[config.mk]
export PLATFORM = sky130hd
export DESIGN_NAME = cell_hist_acc
export DESIGN_NICKNAME = d
export VERILOG_FILES = /design/src/rtl/hog_pkg.sv /design/src/rtl/hist_bank.sv /design/src/rtl/cell_hist_acc.sv
export SDC_FILE = /design/constraint.sdc
export NUM_CORES = 1
export LEC_CHECK = 0
export ABC_CLOCK_PERIOD_IN_PS = 3700
export BUFFER_PORTS_ARGS = -buffer_cell sky130_fd_sc_hd__buf_2
export CAP_MARGIN = 20
export CORE_ASPECT_RATIO = 2
export CORE_MARGIN = 2
export CORE_UTILIZATION = 55
export CTS_CLUSTER_SIZE = 30
export DETAILED_ROUTE_END_ITERATION = 7
export PLACE_DENSITY = 0.69
export SLEW_MARGIN = 10
export SYNTH_ARGS = -nofsm -noshare
export SYNTH_HDL_FRONTEND = slang
export SYNTH_SLANG_ARGS = --single-unit
[constraint.sdc]
create_clock -name clk -period 3.7 [get_ports clk]
set_input_delay 0.74 -clock clk [delete_from_list [all_inputs] [get_ports clk]]
set_output_delay 0.74 -clock clk [all_outputs]
set_load 0.005 [all_outputs]
[src/rtl/hog_pkg.sv]
// hog_pkg -- shared constants for the HOG cell histogram blocks.
//   NBINS          : orientation bins per cell histogram (codes 0..8)
//   HOG_*          : default widths / cell size used by cell_hist_acc
//   ST_ACC/DRAIN   : FSM state encodings of cell_hist_acc
package hog_pkg;

    localparam int NBINS       = 9;

    localparam int HOG_CODE_W  = 4;
    localparam int HOG_MAG_W   = 16;
    localparam int HOG_CNT_W   = 6;
    localparam int HOG_MAX_CNT = 64;
    localparam int HOG_BIN_W   = HOG_MAG_W + HOG_CNT_W;

    typedef logic [0:0] hog_state_t;

    localparam hog_state_t ST_ACC   = 1'b0;
    localparam hog_state_t ST_DRAIN = 1'b1;

endpackage

[src/rtl/hist_bank.sv]
// hist_bank -- one bank of NBINS orientation-bin accumulators.
//   clk      : clock, rising edge
//   rst      : asynchronous active-low reset, clears every bin
//   add_en   : add add_mag (zero-extended) into bin[add_code] this edge
//   add_code : target bin; codes >= NBINS are ignored
//   add_mag  : unsigned magnitude
//   clr      : zero every bin this edge (wins over add_en)
//   rd_idx   : combinational read index
//   rd_data  : bin[rd_idx], or 0 for an out-of-range index
module hist_bank
    import hog_pkg::*;
#(
    parameter int CODE_W = HOG_CODE_W,
    parameter int MAG_W  = HOG_MAG_W,
    parameter int BIN_W  = HOG_BIN_W
) (
    input  logic              clk,
    input  logic              rst,
    input  logic              add_en,
    input  logic [CODE_W-1:0] add_code,
    input  logic [MAG_W-1:0]  add_mag,
    input  logic              clr,
    input  logic [CODE_W-1:0] rd_idx,
    output logic [BIN_W-1:0]  rd_data
);

    logic [BIN_W-1:0] bin_q [NBINS];
    logic [BIN_W-1:0] bin_d [NBINS];

    always_comb begin
        for (int i = 0; i < NBINS; i++) begin
            bin_d[i] = bin_q[i];
        end
        if (clr) begin
            for (int i = 0; i < NBINS; i++) begin
                bin_d[i] = '0;
            end
        end else if (add_en) begin
            // Out-of-range codes match no bin, so they fall through untouched.
            for (int i = 0; i < NBINS; i++) begin
                if (add_code == CODE_W'(i)) begin
                    bin_d[i] = bin_q[i] + BIN_W'(add_mag);
                end
            end
        end
    end

    always_ff @(posedge clk or negedge rst) begin
        if (!rst) begin
            for (int i = 0; i < NBINS; i++) begin
                bin_q[i] <= '0;
            end
        end else begin
            for (int i = 0; i < NBINS; i++) begin
                bin_q[i] <= bin_d[i];
            end
        end
    end

    always_comb begin
        rd_data = '0;
        for (int i = 0; i < NBINS; i++) begin
            if (rd_idx == CODE_W'(i)) begin
                rd_data = bin_q[i];
            end
        end
    end

endmodule

[src/rtl/cell_hist_acc.sv]
// cell_hist_acc -- accumulates MAX_CNT pixel samples into a 9-bin
// orientation histogram, then streams the bins out as 9 beats.
//   clk            : clock, rising edge
//   rst            : asynchronous active-low reset
//   i_valid/i_ready: sample handshake; i_code selects the bin, i_mag is added
//   o_valid/o_ready: beat handshake; o_idx = bin index, o_bin = bin value,
//                    o_last high on the idx-8 beat
// Build option HIST_DBUF_EN: two banks, so a new cell accumulates while the
// previous one drains. Without it one bank is used and input stalls in DRAIN.
module cell_hist_acc
    import hog_pkg::*;
#(
    parameter int CODE_W  = HOG_CODE_W,
    parameter int MAG_W   = HOG_MAG_W,
    parameter int CNT_W   = HOG_CNT_W,
    parameter int MAX_CNT = HOG_MAX_CNT,
    parameter int BIN_W   = MAG_W + CNT_W
) (
    input  logic              clk,
    input  logic              rst,
    input  logic              i_valid,
    output logic              i_ready,
    input  logic [CODE_W-1:0] i_code,
    input  logic [MAG_W-1:0]  i_mag,
    output logic              o_valid,
    input  logic              o_ready,
    output logic [BIN_W-1:0]  o_bin,
    output logic [CODE_W-1:0] o_idx,
    output logic              o_last
);

    localparam logic [CNT_W-1:0]  CNT_LAST = CNT_W'(MAX_CNT - 1);
    localparam logic [CODE_W-1:0] IDX_LAST = CODE_W'(NBINS - 1);

    hog_state_t        state_q, state_d;
    logic [CNT_W-1:0]  cnt_q, cnt_d;
    logic              o_valid_q, o_valid_d;
    logic [CODE_W-1:0] o_idx_q, o_idx_d;
    logic [BIN_W-1:0]  rd_sel;

    logic accept, complete, beat_hs, last_hs;

    assign accept   = i_valid && i_ready;
    assign complete = accept && (cnt_q == CNT_LAST);
    assign beat_hs  = o_valid_q && o_ready;
    assign last_hs  = beat_hs && (o_idx_q == IDX_LAST);

    // Every accepted sample counts, including out-of-range codes.
    always_comb begin
        cnt_d = cnt_q;
        if (complete) begin
            cnt_d = '0;
        end else if (accept) begin
            cnt_d = cnt_q + CNT_W'(1);
        end
    end

`ifdef HIST_DBUF_EN
    // acc_sel_q: bank currently accumulating; the other bank is the one drained.
    // pend_q: the accumulating bank filled while the other was still draining.
    logic acc_sel_q, acc_sel_d;
    logic pend_q, pend_d;
    logic [BIN_W-1:0] rd0, rd1;

    assign i_ready = !pend_q;

    always_comb begin
        state_d   = state_q;
        o_valid_d = o_valid_q;
        o_idx_d   = o_idx_q;
        acc_sel_d = acc_sel_q;
        pend_d    = pend_q;
        case (state_q)
            ST_ACC: begin
                if (complete) begin
                    state_d   = ST_DRAIN;
                    o_valid_d = 1'b1;
                    o_idx_d   = '0;
                    acc_sel_d = !acc_sel_q;
                end
            end
            default: begin
                if (last_hs) begin
                    o_idx_d = '0;
                    if (pend_q || complete) begin
                        // Full bank waiting: swap and start draining it at once;
                        // the bank just cleared becomes the accumulator.
                        acc_sel_d = !acc_sel_q;
                        pend_d    = 1'b0;
                    end else begin
                        state_d   = ST_ACC;
                        o_valid_d = 1'b0;
                    end
                end else begin
                    if (beat_hs) begin
                        o_idx_d = o_idx_q + CODE_W'(1);
                    end
                    if (complete) begin
                        pend_d = 1'b1;
                    end
                end
            end
        endcase
    end

    always_ff @(posedge clk or negedge rst) begin
        if (!rst) begin
            acc_sel_q <= 1'b0;
            pend_q    <= 1'b0;
        end else begin
            acc_sel_q <= acc_sel_d;
            pend_q    <= pend_d;
        end
    end

    hist_bank #(.CODE_W(CODE_W), .MAG_W(MAG_W), .BIN_W(BIN_W)) u_bank0 (
        .clk      (clk),
        .rst      (rst),
        .add_en   (accept && !acc_sel_q),
        .add_code (i_code),
        .add_mag  (i_mag),
        .clr      (last_hs && acc_sel_q),
        .rd_idx   (o_idx_q),
        .rd_data  (rd0)
    );

    hist_bank #(.CODE_W(CODE_W), .MAG_W(MAG_W), .BIN_W(BIN_W)) u_bank1 (
        .clk      (clk),
        .rst      (rst),
        .add_en   (accept && acc_sel_q),
        .add_code (i_code),
        .add_mag  (i_mag),
        .clr      (last_hs && !acc_sel_q),
        .rd_idx   (o_idx_q),
        .rd_data  (rd1)
    );

    assign rd_sel = acc_sel_q ? rd0 : rd1;
`else
    logic [BIN_W-1:0] rd0;

    assign i_ready = (state_q == ST_ACC);

    always_comb begin
        state_d   = state_q;
        o_valid_d = o_valid_q;
        o_idx_d   = o_idx_q;
        case (state_q)
            ST_ACC: begin
                if (complete) begin
                    state_d   = ST_DRAIN;
                    o_valid_d = 1'b1;
                    o_idx_d   = '0;
                end
            end
            default: begin
                if (last_hs) begin
                    state_d   = ST_ACC;
                    o_valid_d = 1'b0;
                    o_idx_d   = '0;
                end else if (beat_hs) begin
                    o_idx_d = o_idx_q + CODE_W'(1);
                end
            end
        endcase
    end

    hist_bank #(.CODE_W(CODE_W), .MAG_W(MAG_W), .BIN_W(BIN_W)) u_bank0 (
        .clk      (clk),
        .rst      (rst),
        .add_en   (accept),
        .add_code (i_code),
        .add_mag  (i_mag),
        .clr      (last_hs),
        .rd_idx   (o_idx_q),
        .rd_data  (rd0)
    );

    assign rd_sel = rd0;
`endif

    always_ff @(posedge clk or negedge rst) begin
        if (!rst) begin
            state_q   <= ST_ACC;
            cnt_q     <= '0;
            o_valid_q <= 1'b0;
            o_idx_q   <= '0;
        end else begin
            state_q   <= state_d;
            cnt_q     <= cnt_d;
            o_valid_q <= o_valid_d;
            o_idx_q   <= o_idx_d;
        end
    end

    // The drained bank is frozen while beats are pending, so the read is stable
    // under back-pressure; outside a drain o_bin is forced to zero.
    assign o_valid = o_valid_q;
    assign o_idx   = o_idx_q;
    assign o_bin   = o_valid_q ? rd_sel : '0;
    assign o_last  = o_valid_q && (o_idx_q == IDX_LAST);

endmodule

==> metrics.md <==
| Metric | Value |
|---|---|
| Minimum clock period after layout | `3688 ps` |
| Hold Path Class | `in2async` |
| Synth warn | `0` |
| Skew-Pair Late Insertion Delay | `540 ps` |
| Switching portion of total power | `44.72%` |
| Max cap viols | `0` |
| Final worst setup slack | `12.04 ps` |
| Via Count | `16320` |
| Detailed placement HPWL | `46530 µm` |
| Worst R2R Setup Slack | `550 ps` |
| Post-synthesis cell area | `16680 µm²` |
| Slew HR | `30.26%` |
| Initial Util | `55.46%` |
| Synth Register Bits | `210` |
| CTS tree | `built` |
| Pwr dens | `758.8 nW/µm²` |
| Worst path bufs/invs | `4` |
| Area Growth Syn to Fin | `11.21%` |
| GP Congestion | `1.018` |
| Crit path max fanout | `16` |
| Grt total ovfl | `0` |
| Row count | `90` |
| Antenna viol nets, final | `0` |
| Status | `finished, final reports clean` |
| Share of cells above drive strength 1 | `10.24%` |
| Drt first pass iters | `5` |
| Total Wirelength | `61190 µm` |
| Via-per-instance ratio | `6.767` |
| Syn Nets | `2136` |
| Sequential power share | `29.3%` |
| Period utilization | `99.67%` |
| Unrepaired setup endpoints after global routing | `yes` |
| Critical Path Start | `o_idx[1]` |
| Seq. cell area | `5258 µm²` |
| Max VDD drop | `0.0004434 V` |
| Number of global-route vias before repair | `16520` |
| CP Launch Type | `register` |
| Syn Inst Count | `1954` |
| Max incr delay on CP | `420 ps` |
| Clk sink count | `210` |
| CTS Root Cell | `clkbuf_16` |
| Clock power frac | `16.0%` |
| I/O pin total | `53` |
| Most used DFF post-synth | `dfrtp_1` |
| Required @ worst endpoint | `2960 ps` |
| Die H | `250.3 µm` |
| Final setup viols | `0` |
| Reg2reg path depth | `12` |
| Number of flops mapped to enable cells by yosys | `0` |
| Depth of the CTS H-tree | `1` |
| CTS Buf Count | `22` |
| Post-route DRC violation count | `0` |
| Fillers | `2677` |
| Levels on crit path | `11` |
| Nets | `2211` |
| Critical path, cell by cell | `inv_1 > ha_1 > buf_8 > buf_8 > a22oi_1 > nor2_1 > a21oi_1 > o21ai_0 > o21ai_0 > a21oi_1 > buf_2` |
| Chip Width | `127.1 µm` |
| Slew Viols, Final | `0` |
| Crit path max-delay family | `compound AO/OA/AOI/OAI gates` |
| Syn avg cell area | `8.534 µm²` |
| Tot GR Track Use | `38.21%` |
| Share of the yosys chip area belonging to registers | `31.51%` |
| Worst Tran Pin Value | `1020 ps` |
| Int Pwr | `7.780 mW` |
| CTS clk-pin slew, worst paths | `60 ps` |
| F_max | `271.2 MHz` |
| First-pass GRT wire length | `93130 µm` |
| Initial antenna violation count | `2` |
| CP endpoint kind | `output pin` |
| WL/cell | `25.38 µm` |
| Post-Route Skew | `9.399 ps` |
| Crit path DAT | `2950 ps` |
| Asr flop ratio synth | `100.0%` |
| DIE AREA | `31810 µm²` |
| Largest net degree at the start of global routing | `73` |
| Buffers on Ports | `52` |
| Pre-CTS setup slack | `148.6 ps` |
| Utilization after layout | `61.68%` |
| Area of the multi-input gates | `11030 µm²` |
| Clock buffer depth | `3` |
| Sw Pwr | `6.293 mW` |
| Crit-path slowest cell | `dfrtp_2` |
| Final hold violation count | `0` |
| R2r startpoint | `o_idx[0]` |
| Hold Worst Slack | `176.1 ps` |
| WS Path Type | `reg2out` |
| Hold-fix buffers, CTS | `0` |
| Leakage | `8.391 nW` |
| Core Region | `30070 µm²` |
| First DRT Iteration DRCs | `1165` |
| Cell variety after synth | `78` |
| Combinational Power Share | `54.7%` |
-- registers in the layout, indices dropped and copies added, names as in the netlist --
signal / count
state_q: 1
cnt_q: 6
u_bank0.bin_q: 198
o_idx: 4
o_valid: 1
-- per-layer routing --
layer,part of all wire (%),GRT usage [%],wire length [µm],up-vias
li1,-,-,-,7422
met4,12,35.82,7207,0
met5,0,0,0,-
met2,49,66.02,30190,678
met3,5.8,7.112,3562,316
met1,33,37.68,20220,7899
-- timing repair --
item	CTS	global route
endpoints found under the setup margin	12	22
gates cloned	0	0
pin swaps	0	3
buffers inserted	0	2
resized for setup	14	16
-- power by group through the flow --
| stage | sequential (mW) | combinational [mW] | clock, mW |
|---|---|---|---|
| floorplan | 3.70 | 5.76 | 0 |
| global placement | 4.08 | 7.35 | 0 |
| detailed placement | 4.10 | 7.52 | 0 |
| CTS | 4.07 | 7.59 | 2.28 |
| global route | 4.18 | 8.48 | 2.37 |
| finish | 4.12 | 7.70 | 2.25 |
-- cells in the mapped netlist (5+ instances only) --
master     count  share of area, %
a22oi_1       25               1.1
clkbuf_1      66               1.5
nor3_1        39               1.2
and2_1         7              0.26
o211ai_1      14              0.63
a22o_1        80               4.2
a211oi_1      35               1.6
nand2_1      184               4.1
inv_1         43              0.97
xnor2_1       75               3.9
a21boi_0       6              0.27
nor4_1         5              0.19
nand2b_1      17              0.64
a2111oi_0      7              0.37
a32o_1         7              0.42
o31ai_1       13              0.59
a31o_2         5              0.26
o21bai_1      15              0.68
o22ai_1        6              0.23
o21ai_0      189               5.7
or2_2          9              0.34
buf_1         11              0.25
a31oi_1       21              0.79
nand3b_1      10              0.45
mux2i_1        9              0.54
o2111ai_1      6              0.32
a221oi_1      21               1.1
ha_1         149                11
a21o_1        37               1.7
nand3_1       35               1.1
nor2_1       167               3.8
fa_1           9               1.1
dfrtp_1      210                32
nand4_1       15              0.56
a21oi_1      185               5.6
or3_1         12              0.45
xor2_1        69               3.6
and3_1        20              0.75
a311oi_1       6              0.32
nor4b_1       12              0.63
o21a_1        22              0.99
nor2b_1       22              0.83
-- worst reg2reg max path: cells and delay by family (launching register included) --
kind            cells  cell delay [ps]
flops               1              460
compound gates      2              360
buf+inv             4              710
fa+ha+maj           1              160
simple gates        5             1390
-- area by class of cell --
class / instances / share of cell area, %
Multi-Input combinational cell: 1621 / 59.49
Clock buffer: 31 / 3.427
Antenna cell: 2 / 0.02699
Sequential cell: 210 / 28.35
Tap cell: 368 / 2.483
Inverter: 43 / 0.8703
Timing Repair Buffer: 131 / 5.087
Clock inverter: 5 / 0.2699
-- cells by family (layout without fill, tap and decap cells) --
kind of cell	after synthesis	after routing	share of synthesized area [%]
multiplexers	10	10	0.6078
other	0	2	0
XOR/XNOR	144	144	7.563
AO/OA/AOI/OAI	733	733	28.65
buffers and inverters	123	210	2.866
AND/OR/NAND/NOR	576	576	16.54
adder cells (fa/ha/maj)	158	158	12.26
flip-flops	210	210	31.51
-- path summary, 6_finish.rpt --
path | to
min in group clk | cnt_q[5]
min | u_bank0.bin_q[64]
max reg2reg | u_bank0.bin_q[87]
max in group asynchronous | u_bank0.bin_q[195]
max | o_bin[9]
min reg2reg | cnt_q[5]
-- metrics by stage --
| step | TNS [ps] | power [mW] | instances | cell area [µm²] |
|---|---|---|---|---|
| 2_1_floorplan | 0 | 9.451 | 1954 | 16680 |
| 3_3_place_gp | 0 | 11.43 | 2368 | 17720 |
| 3_5_place_dp | 0 | 11.62 | 2371 | 17750 |
| 4_1_cts | -16.10 | 13.94 | 2407 | 18480 |
| 5_1_grt | -107.0 | 15.03 | 2411 | 18550 |
| 6_report | 0 | 14.07 | 2411 | 18550 |
-- placed cells by master (no fill, tap or decap), types with 13 or more instances in the layout --
master and instances:
a22oi_1 23, dfrtp_1 208, nand3_1 35, a221oi_1 21, nor2b_1 22, o31ai_1 13, nand2b_1 15, o211ai_1 14
clkbuf_16 23, nand2_1 184, and3_1 20, nor3_1 39, ha_1 148, nand4_1 15, nor2_1 163, a21o_1 37
buf_2 51, o21ai_0 183, a22o_1 80, buf_4 69, xnor2_1 75, a211oi_1 32, o21a_1 22, a31oi_1 20
o21bai_1 15, inv_1 43, xor2_1 69, a21oi_1 181
(Power assumes the default switching activity.)
